--- config.mk ---
export PLATFORM = sky130hd
export DESIGN_NAME = operand_collector_flat
export DESIGN_NICKNAME = d
export VERILOG_FILES = /design/src/rtl/operand_collector_pkg.sv /design/src/rtl/operand_collector_if.sv /design/src/rtl/operand_collector_pc_change_detect.sv /design/src/rtl/operand_collector.sv /design/src/flat_wrapper.sv
export SDC_FILE = /design/constraint.sdc
export NUM_CORES = 1
export LEC_CHECK = 0
export CORE_MARGIN = 2
export CORE_UTILIZATION = 41
export DETAILED_ROUTE_END_ITERATION = 8
export PLACE_DENSITY = 0.78
export REMOVE_ABC_BUFFERS = 1
export SETUP_SLACK_MARGIN = 0.3
export SYNTH_ARGS = -nofsm -noshare
export SYNTH_HDL_FRONTEND = slang
export SYNTH_SLANG_ARGS = --single-unit
--- constraint.sdc ---
create_clock -name clk -period 1.42 [get_ports clk]
set_input_delay 0.284 -clock clk [delete_from_list [all_inputs] [get_ports clk]]
set_output_delay 0.284 -clock clk [all_outputs]
set_load 0.05 [all_outputs]
--- src/rtl/operand_collector_pkg.sv ---
// Shared types and defaults for the operand collector.
// Holds the collector state encoding and a helper that derives it from fill flags.
package opcol_pkg;

    localparam int unsigned OC_WIDTH_DEF = 8;
    localparam int unsigned OC_DEPTH_DEF = 3;
    localparam int unsigned OC_PC_W_DEF  = 12;

    typedef enum logic [1:0] {
        OC_EMPTY   = 2'd0,
        OC_PARTIAL = 2'd1,
        OC_FULL    = 2'd2
    } oc_state_e;

    function automatic oc_state_e fill_to_state(input logic is_full, input logic is_empty);
        oc_state_e st;
        if (is_full) begin
            st = OC_FULL;
        end else if (is_empty) begin
            st = OC_EMPTY;
        end else begin
            st = OC_PARTIAL;
        end
        return st;
    endfunction

endpackage

--- src/rtl/operand_collector_if.sv ---
// Request/response bundle of the operand collector.
// The master drives the put/op requests; the slave returns the slot contents and status.
interface operand_collector_if #(
    parameter int unsigned WIDTH = 8,
    parameter int unsigned DEPTH = 3,
    parameter int unsigned PC_W  = 12
);
    localparam int unsigned CW = $clog2(DEPTH + 1);

    logic                     put_en;
    logic                     op_en;
    logic [WIDTH-1:0]         value;
    logic [PC_W-1:0]          prog_ctr;
    logic [DEPTH*WIDTH-1:0]   slots;
    logic [DEPTH-1:0]         valid;
    logic [CW-1:0]            count;
    logic                     full;
    logic                     empty;
    logic                     overflow;
    logic [1:0]               state;

    modport master (
        output put_en, op_en, value, prog_ctr,
        input  slots, valid, count, full, empty, overflow, state
    );

    modport slave (
        input  put_en, op_en, value, prog_ctr,
        output slots, valid, count, full, empty, overflow, state
    );

endinterface

--- src/rtl/operand_collector_pc_change_detect.sv ---
// Flags an event cycle when prog_ctr differs from the last accepted value,
// or on the first edge after reset; every event records the current prog_ctr.
module pc_change_detect #(
    parameter int unsigned PC_W = 12
) (
    input  logic            clk,
    input  logic            reset,
    input  logic [PC_W-1:0] prog_ctr,
    output logic            new_pc
);

    logic [PC_W-1:0] last_pc_q, last_pc_d;
    logic            pc_set_q, pc_set_d;

    // Plain inequality covers the all-ones to zero wrap as well.
    assign new_pc = !pc_set_q || (prog_ctr != last_pc_q);

    always_comb begin
        last_pc_d = last_pc_q;
        pc_set_d  = pc_set_q;
        if (new_pc) begin
            last_pc_d = prog_ctr;
            pc_set_d  = 1'b1;
        end
    end

    always_ff @(posedge clk) begin
        if (reset) begin
            last_pc_q <= '0;
            pc_set_q  <= 1'b0;
        end else begin
            last_pc_q <= last_pc_d;
            pc_set_q  <= pc_set_d;
        end
    end

endmodule

--- src/rtl/operand_collector.sv ---
// Collects operands into ascending slots and releases them all on an op request.
// Define OPERAND_COLLECTOR_PCGATE_EN to accept events only when prog_ctr changes.
module operand_collector
    import opcol_pkg::*;
#(
    parameter int unsigned WIDTH = OC_WIDTH_DEF,
    parameter int unsigned DEPTH = OC_DEPTH_DEF,
    parameter int unsigned PC_W  = OC_PC_W_DEF
) (
    input logic clk,
    input logic reset,
    operand_collector_if.slave bus
);

    localparam int unsigned CW = $clog2(DEPTH + 1);

    logic event_en;

`ifdef OPERAND_COLLECTOR_PCGATE_EN
    pc_change_detect #(
        .PC_W(PC_W)
    ) u_pc_change_detect (
        .clk     (clk),
        .reset   (reset),
        .prog_ctr(bus.prog_ctr),
        .new_pc  (event_en)
    );
`else
    logic unused_prog_ctr;
    assign unused_prog_ctr = ^bus.prog_ctr;
    assign event_en        = 1'b1;
`endif

    logic [DEPTH*WIDTH-1:0] slots_q, slots_d;
    logic [DEPTH-1:0]       valid_q, valid_d;
    logic [CW-1:0]          count_q, count_d;
    logic                   overflow_q, overflow_d;
    logic                   full_q, full_d;
    logic                   empty_q, empty_d;
    oc_state_e              state_q, state_d;
    logic [CW-1:0]          base_cnt;

    always_comb begin
        slots_d    = slots_q;
        valid_d    = valid_q;
        count_d    = count_q;
        overflow_d = overflow_q;
        base_cnt   = count_q;
        if (event_en) begin
            // The op is applied before the put so a combined request restarts at slot 0.
            if (bus.op_en) begin
                valid_d    = '0;
                base_cnt   = '0;
                count_d    = '0;
                overflow_d = 1'b0;
            end
            if (bus.put_en) begin
                if (base_cnt < CW'(DEPTH)) begin
                    for (int unsigned i = 0; i < DEPTH; i++) begin
                        if (CW'(i) == base_cnt) begin
                            slots_d[i*WIDTH +: WIDTH] = bus.value;
                            valid_d[i]                = 1'b1;
                        end
                    end
                    count_d = base_cnt + CW'(1);
                end else begin
                    overflow_d = 1'b1;
                end
            end
        end
        full_d  = (count_d == CW'(DEPTH));
        empty_d = (count_d == '0);
        state_d = fill_to_state(full_d, empty_d);
    end

    always_ff @(posedge clk) begin
        if (reset) begin
            slots_q    <= '0;
            valid_q    <= '0;
            count_q    <= '0;
            overflow_q <= 1'b0;
            full_q     <= 1'b0;
            empty_q    <= 1'b1;
            state_q    <= OC_EMPTY;
        end else begin
            slots_q    <= slots_d;
            valid_q    <= valid_d;
            count_q    <= count_d;
            overflow_q <= overflow_d;
            full_q     <= full_d;
            empty_q    <= empty_d;
            state_q    <= state_d;
        end
    end

    assign bus.slots    = slots_q;
    assign bus.valid    = valid_q;
    assign bus.count    = count_q;
    assign bus.overflow = overflow_q;
    assign bus.full     = full_q;
    assign bus.empty    = empty_q;
    assign bus.state    = state_q;

endmodule

--- src/flat_wrapper.sv ---
// flat-port wrapper written by rule: the top's interface ports become plain ports
module operand_collector_flat import opcol_pkg::*;
#(
    parameter int unsigned WIDTH = OC_WIDTH_DEF,
    parameter int unsigned DEPTH = OC_DEPTH_DEF,
    parameter int unsigned PC_W  = OC_PC_W_DEF
)
  (clk, reset, bus_put_en, bus_op_en, bus_value, bus_prog_ctr, bus_slots, bus_valid, bus_count, bus_full, bus_empty, bus_overflow, bus_state);
  operand_collector_if #(.WIDTH(WIDTH), .DEPTH(DEPTH), .PC_W(PC_W)) bus_i ();
  input logic clk;
  input logic reset;
  input wire logic [$bits(bus_i.put_en)-1:0] bus_put_en;
  input wire logic [$bits(bus_i.op_en)-1:0] bus_op_en;
  input wire logic [$bits(bus_i.value)-1:0] bus_value;
  input wire logic [$bits(bus_i.prog_ctr)-1:0] bus_prog_ctr;
  output wire logic [$bits(bus_i.slots)-1:0] bus_slots;
  output wire logic [$bits(bus_i.valid)-1:0] bus_valid;
  output wire logic [$bits(bus_i.count)-1:0] bus_count;
  output wire logic [$bits(bus_i.full)-1:0] bus_full;
  output wire logic [$bits(bus_i.empty)-1:0] bus_empty;
  output wire logic [$bits(bus_i.overflow)-1:0] bus_overflow;
  output wire logic [$bits(bus_i.state)-1:0] bus_state;
  assign bus_i.put_en = bus_put_en;
  assign bus_i.op_en = bus_op_en;
  assign bus_i.value = bus_value;
  assign bus_i.prog_ctr = bus_prog_ctr;
  assign bus_slots = bus_i.slots;
  assign bus_valid = bus_i.valid;
  assign bus_count = bus_i.count;
  assign bus_full = bus_i.full;
  assign bus_empty = bus_i.empty;
  assign bus_overflow = bus_i.overflow;
  assign bus_state = bus_i.state;
  operand_collector #(.WIDTH(WIDTH), .DEPTH(DEPTH), .PC_W(PC_W)) u_core (.clk(clk), .reset(reset), .bus(bus_i));
endmodule
=== After elaboration in Yosys (flattened, before gate mapping) ===
Index checks and enable logic that the tools add are counted.

* Register bits: 34
* Input port bits: 24
* Output and inout bits: 34
* Word-level logic and storage cells: 35

* Add/sub/neg operators: 1
* Magnitude comparators: 1
* Equal/unequal tests: 3
* Muxes and demuxes: 14
* Reduce and logical (&&, ||, !) cells: 6

{| class="wikitable"
|+ Operator list
! kind !! count
|-
| 2-to-1 mux 3 bit || 3
|-
| AND reduction 3 bit || 3
|-
| 2-to-1 mux 2 bit || 4
|-
| 2-to-1 mux 1 bit || 7
|-
| zero test 2 bit || 2
|-
| adder 2 x 1 -> 2 bit, second input constant || 1
|-
| equality test 1 x 2 -> 1 bit, first input constant || 1
|-
| equality test 2 bit, first input constant || 1
|-
| equality test 2 bit, second input constant || 1
|-
| less-than comparator 2 bit, second input constant || 1
|-
| OR reduction 2 bit || 1
|}

=== Logic depth before layout (Yosys ltp) ===
* Depth in word-level cells: 7
* Mapped depth: 5
* Mapped depth without buffers: 3

=== Worst setup path before layout ===
OpenSTA, ideal clock, no wires.

* Path type: flip-flop to flip-flop
* From: reg u_core.count_q[0], in the netlist u_core.bus.count[0]
* To: reg u_core.slots_q[0], in the netlist u_core.bus.slots[0]
* Setup time: 120 ps
* Arrival: 1,369 ps
* Data required time: 1,300 ps
* Setup slack: -69 ps
* Cell stages (with the launch flop): 6
* Buffers on the path: 2
* Clock period less this slack: 1,489 ps
* Cell sequence: dfxtp_1 > buf_2 > nor2_1 > o21a_1 > buf_4 > mux2i_1

* Longest elaborated chain between the ends: 3
* Elaborated cells between the ends (all ways): 4
* Classes of those cells: order compare: 1; mux: 1; reduce/logical: 2

{| class="wikitable"
|+ Ends and longest elaborated chain
! what !! line !! RTL
|-
| start, declared || operand_collector.sv:36 || <nowiki>logic [CW-1:0] count_q, count_d;</nowiki>
|-
| start signal, assigned || operand_collector.sv:88 || <nowiki>count_q <= count_d;</nowiki>
|-
| 2-to-1 mux 2 bit (*) || operand_collector.sv:51 || <nowiki>if (bus.op_en) begin</nowiki>
|-
| less-than comparator 2 bit or zero test 2 bit (tied branches) || operand_collector.sv:58, operand_collector.sv:60 ||
|-
| AND reduction 3 bit (no line) (*) || n/a ||
|-
| end signal, assigned || operand_collector.sv:86 || <nowiki>slots_q <= slots_d;</nowiki>
|-
| end, declared || operand_collector.sv:34 || <nowiki>logic [DEPTH*WIDTH-1:0] slots_q, slots_d;</nowiki>
|}

Every way passes the cells marked *; elsewhere a longest branch is shown, timed or not.
A chain may end at the register's enable or synchronous reset.

=== Final worst setup path ===
* From: reg u_core.count_q[0], in the netlist u_core.bus.count[0]
* To: reg u_core.slots_q[19], in the netlist u_core.bus.slots[19]

* Longest elaborated chain between the ends: 3
* Elaborated cells between the ends (all ways): 4
* Classes of those cells: order compare: 1; eq/ne: 1; mux: 1; reduce/logical: 1

{| class="wikitable"
|+ Ends and longest elaborated chain
! what !! line
|-
| 2-to-1 mux 2 bit (*) || operand_collector.sv:51
|-
| less-than comparator 2 bit or equality test 2 bit (tied branches) || operand_collector.sv:58, operand_collector.sv:60
|-
| AND reduction 3 bit (no line) (*) || n/a
|}

Marked as above.

==> metrics.yaml <==
grt:
  grt_util_all_layers_pct: 22.4
  grt_pass1_wl_um: 5900
  grt_max_degree: 13
  grt-ovfl-total: 0
  antenna_found_initial: 0
  grt_pass1_vias: 1261
layout:
  final_cell_area_um2: 2560
  nets: 240
  multi_input_area_um2: 683
  instances_no_fill: 260
  utilization_pct: 82.5
  area_delta_synth_final_pct: 87.8
  drive_gt1_share_pct: 62.5
  num-fill-cells: 171
  area.sequential_um2: 709
  diodes: 0
clocking:
  clockRootBuffer: "clkbuf_4"
  cts_tree: "done"
  cts_buffers: 5
  clk_path_buf_depth: 2
  clk_pin_slew_ns: 0.09
  clk_latency_ns: 0.34
  h-tree-depth: 2
  cts_sinks: 33
setup_path:
  crit_buf_inv: 2
  arrival_ns: 1.54
  path_cells: "buf_6 -> nor4bb_4 -> buf_4 -> nand2_1 -> a21oi_2"
  worst_path_max_delay_cell: "dfxtp_4"
  path_depth: 5
  r2r_cells: 5
  worst_path_dominant_cell_family: "simple AND/OR/NAND/NOR gates"
  critPathRequiredTime_ns: 1.70
  r2r-start: "u_core.bus.count[0]"
  crit_path_start_kind: "flip-flop"
  rr_endpoint: "u_core.bus.slots[19]"
  critPathMaxStageDelay_ns: 0.36
  crit_type: "reg2reg"
  r2r_slack_ns: 0.16
  crit_path_end_kind: "flip-flop"
  cp_max_fo: 5
place:
  globalplace.congestion: 0.755
  pre_cts_slack_ns: -0.369
  dp_cells: 241
  portBuffers: 45
  dp_hpwl_um: 2530
  post_dp_cell_area_um2: 2280
floorplanning:
  start_util_pct: 44.0
  core_um2: 3100
  rows: 20
  die_h_um: 61.7
  die_w_um: 61.7
  fp.dieArea_um2: 3800
  top_level_ports: 58
power:
  p_leak_nw: 0.985
  seqPwrFrac_pct: 49.4
  vdd_drop_max_uv: 757
  intPower_w: 0.00144
  p_switching_w: 0.000574
  sw_frac_of_total_pct: 28.5
  power_w: 0.00201
  p_per_area_nw_per_um2: 785
  comb_power_share_pct: 24.0
  pwr-share-clk_pct: 26.6
drt:
  maxUsedRoutingLayer: "met4"
  drt_iter0_drc: 31
  drt_wl_total_um: 3910
  routedWlPerCell_um: 15.0
  met2_length_um: 2030
  routed-wl-met3_um: 223
  wirelength_met1_um: 1500
  drc_errors: 0
  final_antenna_net_count: 0
  drt_pre_antenna_iters: 4
  viasPerCell: 4.96
  vias: 1289
synth:
  yosys.area_share.simple_pct: 25.0
  muxShareOfSynthArea_pct: 6.61
  ys_async_sr_fraction_pct: 0
  synthAdderAreaFrac_pct: 0
  synth_top_family_by_area: "simple AND/OR/NAND/NOR gates"
  synth_xor_area_share_pct: 0
  ys_types: 23
  synth_area_um2: 1360
  synth_compound_gate_area_share_pct: 13.0
  ys_seq_area_share_pct: 48.4
  synth_area_per_cell_um2: 9.34
  synth_edf_count: 0
  syn_inst: 146
  ys_ff_latch: 33
  synth-main-ff-cell: "dfxtp_1"
  synth_warnings: 0
job:
  maxCapViolations: 0
run_status:
  status: "complete, no violations"
sta:
  worst_slew_pin_slew_ns: 0.326
  rsz0062_at_grt: "yes"
  worst_slew_margin_rel_pct: 78.2
  slew_viol_final: 0
  fin_skew_ns: 0.00476
  fmax_ghz: 0.795
  hold_viol_final: 0
  setup_viol: 0
  fin_crit_sh_pct: 88.6
  setup_ws_ns: 0.162
  fin_crit_ns: 1.26
worst_hold_path:
  min_path_type: "in2reg"
  min_from: "bus_op_en"
  hold_end: "u_core.bus.valid[1]"
  hold_path_depth: 3
==> flip-flops by register name (all words and copies together), names as in the netlist <==
signal	flops
u_core.bus.state	2
u_core.bus.overflow	1
u_core.bus.count	2
u_core.bus.slots	24
u_core.bus.empty	1
u_core.bus.valid	3
==> cell usage in the layout, fill, tap and decap left out <==
cell type	n
a211oi_2	1
a21oi_1	4
a21oi_2	16
a31oi_1	1
buf_12	35
buf_4	26
buf_6	5
clkbuf_1	1
clkbuf_2	1
clkbuf_4	5
clkbuf_8	1
clkdlybuf4s50_1	8
dfxtp_2	30
dfxtp_4	3
dlygate4sd2_1	2
inv_1	1
mux2i_1	8
mux2i_2	1
nand2_1	25
nand2_2	7
nand2b_1	20
nand4bb_1	2
nor2_1	4
nor2_4	1
nor2b_1	1
nor3b_1	1
nor4bb_4	2
o21a_1	1
o21ai_0	1
o32ai_2	1
or2_1	1
==> area by class of cell <==
type / instances / area share (%)
flip-flops and latches: 33 / 27.7
multi-input cells: 98 / 26.7
clock buffers: 7 / 2.15
well taps: 44 / 2.15
repair buffers: 77 / 41.2
inverters: 1 / 0.147
==> worst max path at each step <==
| stage | from | end | slack, ns |
|---|---|---|---|
| detailed placement | bus_op_en | u_core.bus.slots[21] | -0.37 |
| global placement | bus_op_en | u_core.bus.slots[21] | -0.27 |
| finish | u_core.bus.count[0] | u_core.bus.slots[19] | 0.16 |
| global route | u_core.bus.count[1] | u_core.bus.slots[13] | 0.13 |
| floorplan | u_core.bus.count[1] | u_core.bus.slots[16] | -0.43 |
| CTS | u_core.bus.count[1] | bus_count[1] | 0.17 |
==> per-stage QoR <==
step	hold WS (ns)	TNS [ns]
after CTS	0.384	0
after global placement	0.479	-5.86
after global routing	0.389	0
final	0.366	0
after floorplan	0.346	-4.80
after detailed placement	0.486	-7.85
==> power groups by stage <==
stage	Sequential [W]	Clock [W]	Combinational, W
4_1_cts	0.000993	0.000550	0.000460
2_1_floorplan	0.00111	0	0.0000745
3_5_place_dp	0.00101	0	0.000436
6_report	0.000994	0.000535	0.000483
3_3_place_gp	0.00101	0	0.000428
5_1_grt	0.000996	0.000580	0.000504
==> routing by layer <==
metal	vias to the layer above	track usage (%)
li1	619	-
met4	0	12.2
met3	13	7.14
met5	-	0
met1	604	23.7
met2	53	39.1
==> logic make-up (layout without fill, tap and decap cells) <==
| logic type | Yosys count | count (layout) |
|---|---|---|
| muxes | 9 | 9 |
| AOI/OAI and AO/OA | 25 | 25 |
| buffers and inverters | 15 | 85 |
| and+or+nand+nor | 64 | 64 |
| DFF | 33 | 33 |
==> synthesized netlist by cell type (2+ instances only) <==
cell / instances / area share [%]
buf_6: 2 / 1.7
nand2b_1: 20 / 9.2
clkbuf_1: 2 / 0.55
dfxtp_1: 33 / 48
a21oi_2: 10 / 6.4
buf_2: 6 / 2.2
nand2_1: 32 / 8.8
mux2i_1: 9 / 6.6
a21oi_1: 10 / 3.7
buf_4: 4 / 2.2
nand4bb_1: 2 / 1.7
nor2_1: 5 / 1.4
==> worst reg2reg max path, cell delays in order (launching register included) <==
cell	delay, ns
dfxtp_4	0.36
buf_6	0.13
nor4bb_4	0.31
buf_4	0.20
nand2_1	0.08
a21oi_2	0.13
==> what timing repair did <==
action,4_1_cts,5_1_grt
hold buffers,0,0
pin swaps,4,9
gates resized for setup,49,16
setup buffers,7,5
setup endpoints to repair,65,60
(Power assumes the default switching activity.)
==> RTL change 1 (same settings) <==
Set the package constant `OC_WIDTH_DEF` to 12 (it was 8).
--- a/src/rtl/operand_collector_pkg.sv
+++ b/src/rtl/operand_collector_pkg.sv
@@ -2,7 +2,7 @@
 // Holds the collector state encoding and a helper that derives it from fill flags.
 package opcol_pkg;
 
-    localparam int unsigned OC_WIDTH_DEF = 8;
+    localparam int unsigned OC_WIDTH_DEF = 12;
     localparam int unsigned OC_DEPTH_DEF = 3;
     localparam int unsigned OC_PC_W_DEF  = 12;
 
Interface: changed (resized bus_slots and bus_value); port bits go from 58 to 74. The function was not compared with the original's and may differ.
==> RTL change 1 against the unedited design <==
- setup slack better by 17 ps
- hold slack worse by 12 ps
- highest routed layer unchanged
- total power rose by 35%
- sequential cell count grew 12
- first-iteration DRC count grew to 4.0 times the old value
- wire length rose by 38%
- final area rose by 25%
- area after synthesis rose by 30%
- clock skew is 1.5 ps lower
- critical endpoint is now u_core.bus.slots[34]
- largest cell class unchanged
==> RTL change 1: results (changes against the unedited design) <==
- GR Util All Layers: 22.7% (was 22.4%)
- Largest net degree at the start of global routing: 28 (was 13)
- Clock Latency Late Sink: 310 ps (was 340 ps)
- CP delay by family, top: flip-flops (was simple AND/OR/NAND/NOR gates)
- Number of global-route vias before repair: 1752 (was 1261)
- Fillers: 249 (was 171)
- Dpl hpwl: 3260 um (was 2530 um)
- Unique masters post-synth: 26 (was 23)
- Slew margin rel.: 75.7% (was 78.2%)
- Global-route wire length before repair: 8540 um (was 5900 um)
- Post-route non-filler standard cell count: 317 (was 260)
- Drt initial violations: 123 (was 31)
- Clock buffer depth: 2 (unchanged)
- Initial antenna violation count: 0 (unchanged)
- Largest register FFs: 36 (was 24)
- Register area share after synthesis: 50.8% (was 48.4%)
- Clock skew: 3.31 ps (was 4.76 ps)
- Arrival time of the worst setup path: 1430 ps (was 1540 ps)
- Critical Path Fanout Max: 12 (was 5)
- Final net count: 294 (was 240)
- Share of layout cells above drive strength 1: 55.4% (was 62.5%)
- Dpl cells: 301 (was 241)
- Root Buffer Master: clkbuf_8 (was clkbuf_4)
- Routed vias: 1723 (was 1289)
- Avg WL per Cell: 17.0 um (was 15.0 um)
- Leakage: 1.19 nW (was 0.985 nW)
- Cells after Synth: 197 (was 146)
- Status: finished, final reports clean (unchanged)
- Top cells by area, synth: dfxtp_1 (51%), nand2_1 (10%), a21oi_1 (9.0%) (was dfxtp_1 (48%), nand2b_1 (9.2%), nand2_1 (8.8%))
- Port bufs: 61 (was 45)
- RePlAce Congestion: 0.722 (was 0.755)
- Placed cell areas: 0.00290 sq mm (was 0.00228 sq mm)
- Pre-CTS WS: -291 ps (was -369 ps)
- Top cells by count, synth: nand2_1 (48), dfxtp_1 (45), a21oi_1 (32), a21bo_2 (12), nand3_1 (12) (was dfxtp_1 (33), nand2_1 (32), nand2b_1 (20), a21oi_1 (10), a21oi_2 (10))
- Max VDD drop: 509 uV (was 757 uV)
- Worst Hold Class: primary input to register (unchanged)
-- RTL change 1: worst paths after layout --
kind | end | start | slack [ps] | cells after the start
worst max-delay path | u_core.bus.slots[34] | u_core.bus.count[0] | 180 | 5
worst min register to register | u_core.bus.slots[24] | u_core.bus.slots[24] | 480 | 2
worst max register to register | u_core.bus.slots[34] | u_core.bus.count[0] | 180 | 5
worst min-delay path | u_core.bus.count[1] | reset | 350 | 3
-- RTL change 1: logic make-up (layout without fill, tap and decap cells) --
kind of cell | Yosys count | in the layout | synth area share, %
buffers and inverters | 20 | 88 | 7.13
muxes | 1 | 1 | 0.565
DFF | 45 | 45 | 50.8
AOI/OAI and AO/OA | 57 | 59 | 22.5
and+or+nand+nor | 74 | 74 | 18.9
-- RTL change 1: routing by layer --
layer / part of all wire (%) / track usage, %
met1: 38 / 25.7
met3: 7.4 / 6.25
met4: 2.9 / 13.2
met2: 51 / 38.0
met5: 0 / 0
-- RTL change 1: per-stage QoR --
step,TNS (ps),hold slack [ps]
after detailed placement,-8730,484
after global routing,0,359
after global placement,-6820,479
after CTS,0,326
final,0,353
after floorplan,-4250,346
-- RTL change 1: repair_timing --
action,CTS,global route
buffers inserted,6,0
gates resized for setup,50,20
pin swaps,1,19
endpoints found under the setup margin,83,48
gates cloned,2,0
hold endpoints to repair,0,0
hold buffers,0,0
-- RTL change 1: cell type report --
cell class,count,area (sq um),share of cell area (%)
Clock buffer,8,80.1,2.49
Inverter,2,7.51,0.234
Multi-Input combinational cell,134,831,25.9
Sequential cell,45,968,30.1
Tap cell,50,62.6,1.95
Timing Repair Buffer,78,1260,39.3
-- RTL change 1: power by group --
part	leakage (nW)	internal [mW]	switching [mW]
registers	0.388	1.30	0.0423
clock network	0.0395	0.350	0.433
logic	0.759	0.283	0.303
total	1.19	1.93	0.778
==> RTL change 2 (config.mk and constraints unchanged) <==
Without the edit above. Reset style: asynchronous (`reset`), changed in one clocked block.
--- a/src/rtl/operand_collector.sv
+++ b/src/rtl/operand_collector.sv
@@ -73,7 +73,7 @@
         state_d = fill_to_state(full_d, empty_d);
     end
 
-    always_ff @(posedge clk) begin
+    always_ff @(posedge clk or posedge reset) begin
         if (reset) begin
             slots_q    <= '0;
             valid_q    <= '0;
Formal check against the unedited RTL: differs if reset is asserted again (counterexample within 4 cycles, from zero or initial values and one cycle with reset high); with reset held inactive, the same outputs for 10 cycles.
==> RTL change 2 against the unedited design <==
- the flow now finishes with violations (negative setup slack)
- setup slack lost 250 ps
- cell count decreased by 7.3%
- area after synthesis grew 5.9%
- die area grew 5.5%
- sequential cell count unchanged
- sequential share of layout area is 3.0 points higher
- wire length is 35% higher
- critical path type unchanged
- final area is 5.5% higher
Power is not compared: it rests on default switching activity, and its combinational part moved more than twofold at a synthesized area within 25%.
==> RTL change 2: results (changes against the unedited design) <==
- RePlAce Congestion: 0.768 (was 0.755)
- Area Overhead vs Synth: 87.2% (was 87.8%)
- Failing checks: negative setup slack
- Met2 Wirelength: 2710 um (was 2030 um)
- Slew margin rel.: 74.4% (was 78.2%)
- FF+latch count: 33 (unchanged)
- Top cells by count, synth: dfrtp_1 (32), mux2_4 (16), inv_1 (13), nand2_1 (8), o32ai_1 (8) (was dfxtp_1 (33), nand2_1 (32), nand2b_1 (20), a21oi_1 (10), a21oi_2 (10))
- Multi-input gate area in the final layout: 567 sq um (was 683 sq um)
- Largest net degree at the start of global routing: 24 (was 13)
- Signal buf overhead: 42.4% (was 41.2%)
- Setup WS post-layout: -84.4 ps (was 162 ps)
- Logic inverters: 13 (was 1)
- Met2 Track Usage GR: 45.4% (was 39.1%)
- GR Util met3: 7.68% (was 7.14%)
- WL met1: 1940 um (was 1500 um)
- Final setup fails: 19 (was 0)
- Largest family of logic cells by synthesized area: multiplexers (was simple AND/OR/NAND/NOR gates)
- Post-synthesis compound-gate area fraction: 8.49% (was 13.0%)
- Global-route wire length before repair: 7490 um (was 5900 um)
- Multi-input gate count: 53 (was 98)
- Syn_area_per_cell: 13.4 sq um (was 9.34 sq um)
- Clock skew: 26.4 ps (was 4.76 ps)
- Total Routed Length: 5290 um (was 3910 um)
- Post-synthesis adder-cell area fraction: 1.73% (was 0%)
- Number of global-route vias before repair: 1344 (was 1261)
- Status: finished with violations (was finished, final reports clean)
- Dpl cells: 206 (was 241)
- Final setup TNS: -548 ps (was 0 ps)
RTL change 2: final timing paths:
kind                                          start                    to  slack (ps)
worst max-delay path            u_core.bus.count[1]   u_core.bus.state[0]         -80
worst min-delay path                          reset  u_core.bus.slots[11]         120
worst max register to register  u_core.bus.count[1]   u_core.bus.state[0]         -80
worst min register to register  u_core.bus.slots[4]   u_core.bus.slots[4]         620
max in group asynchronous                     reset   u_core.bus.slots[9]         730
min in group clk                       bus_value[3]   u_core.bus.slots[3]         570
RTL change 2: repair_timing:
item                       CTS  global route
gates cloned                 1             0
setup endpoints to repair   64            65
resized for setup           20             6
setup buffers               18             8
pin swaps                    7             2
RTL change 2: logic make-up after synthesis:
kind of cell | Yosys count
flops | 33
buf+inv | 23
simple gates | 18
compound gates | 16
mux | 16
fa+ha+maj | 2
RTL change 2: worst max-delay path, stage by stage (launching register included):
cell      delay [ps]
dfrtp_2          490
buf_6            160
nand3b_1         260
o22ai_2          230
ha_1             260
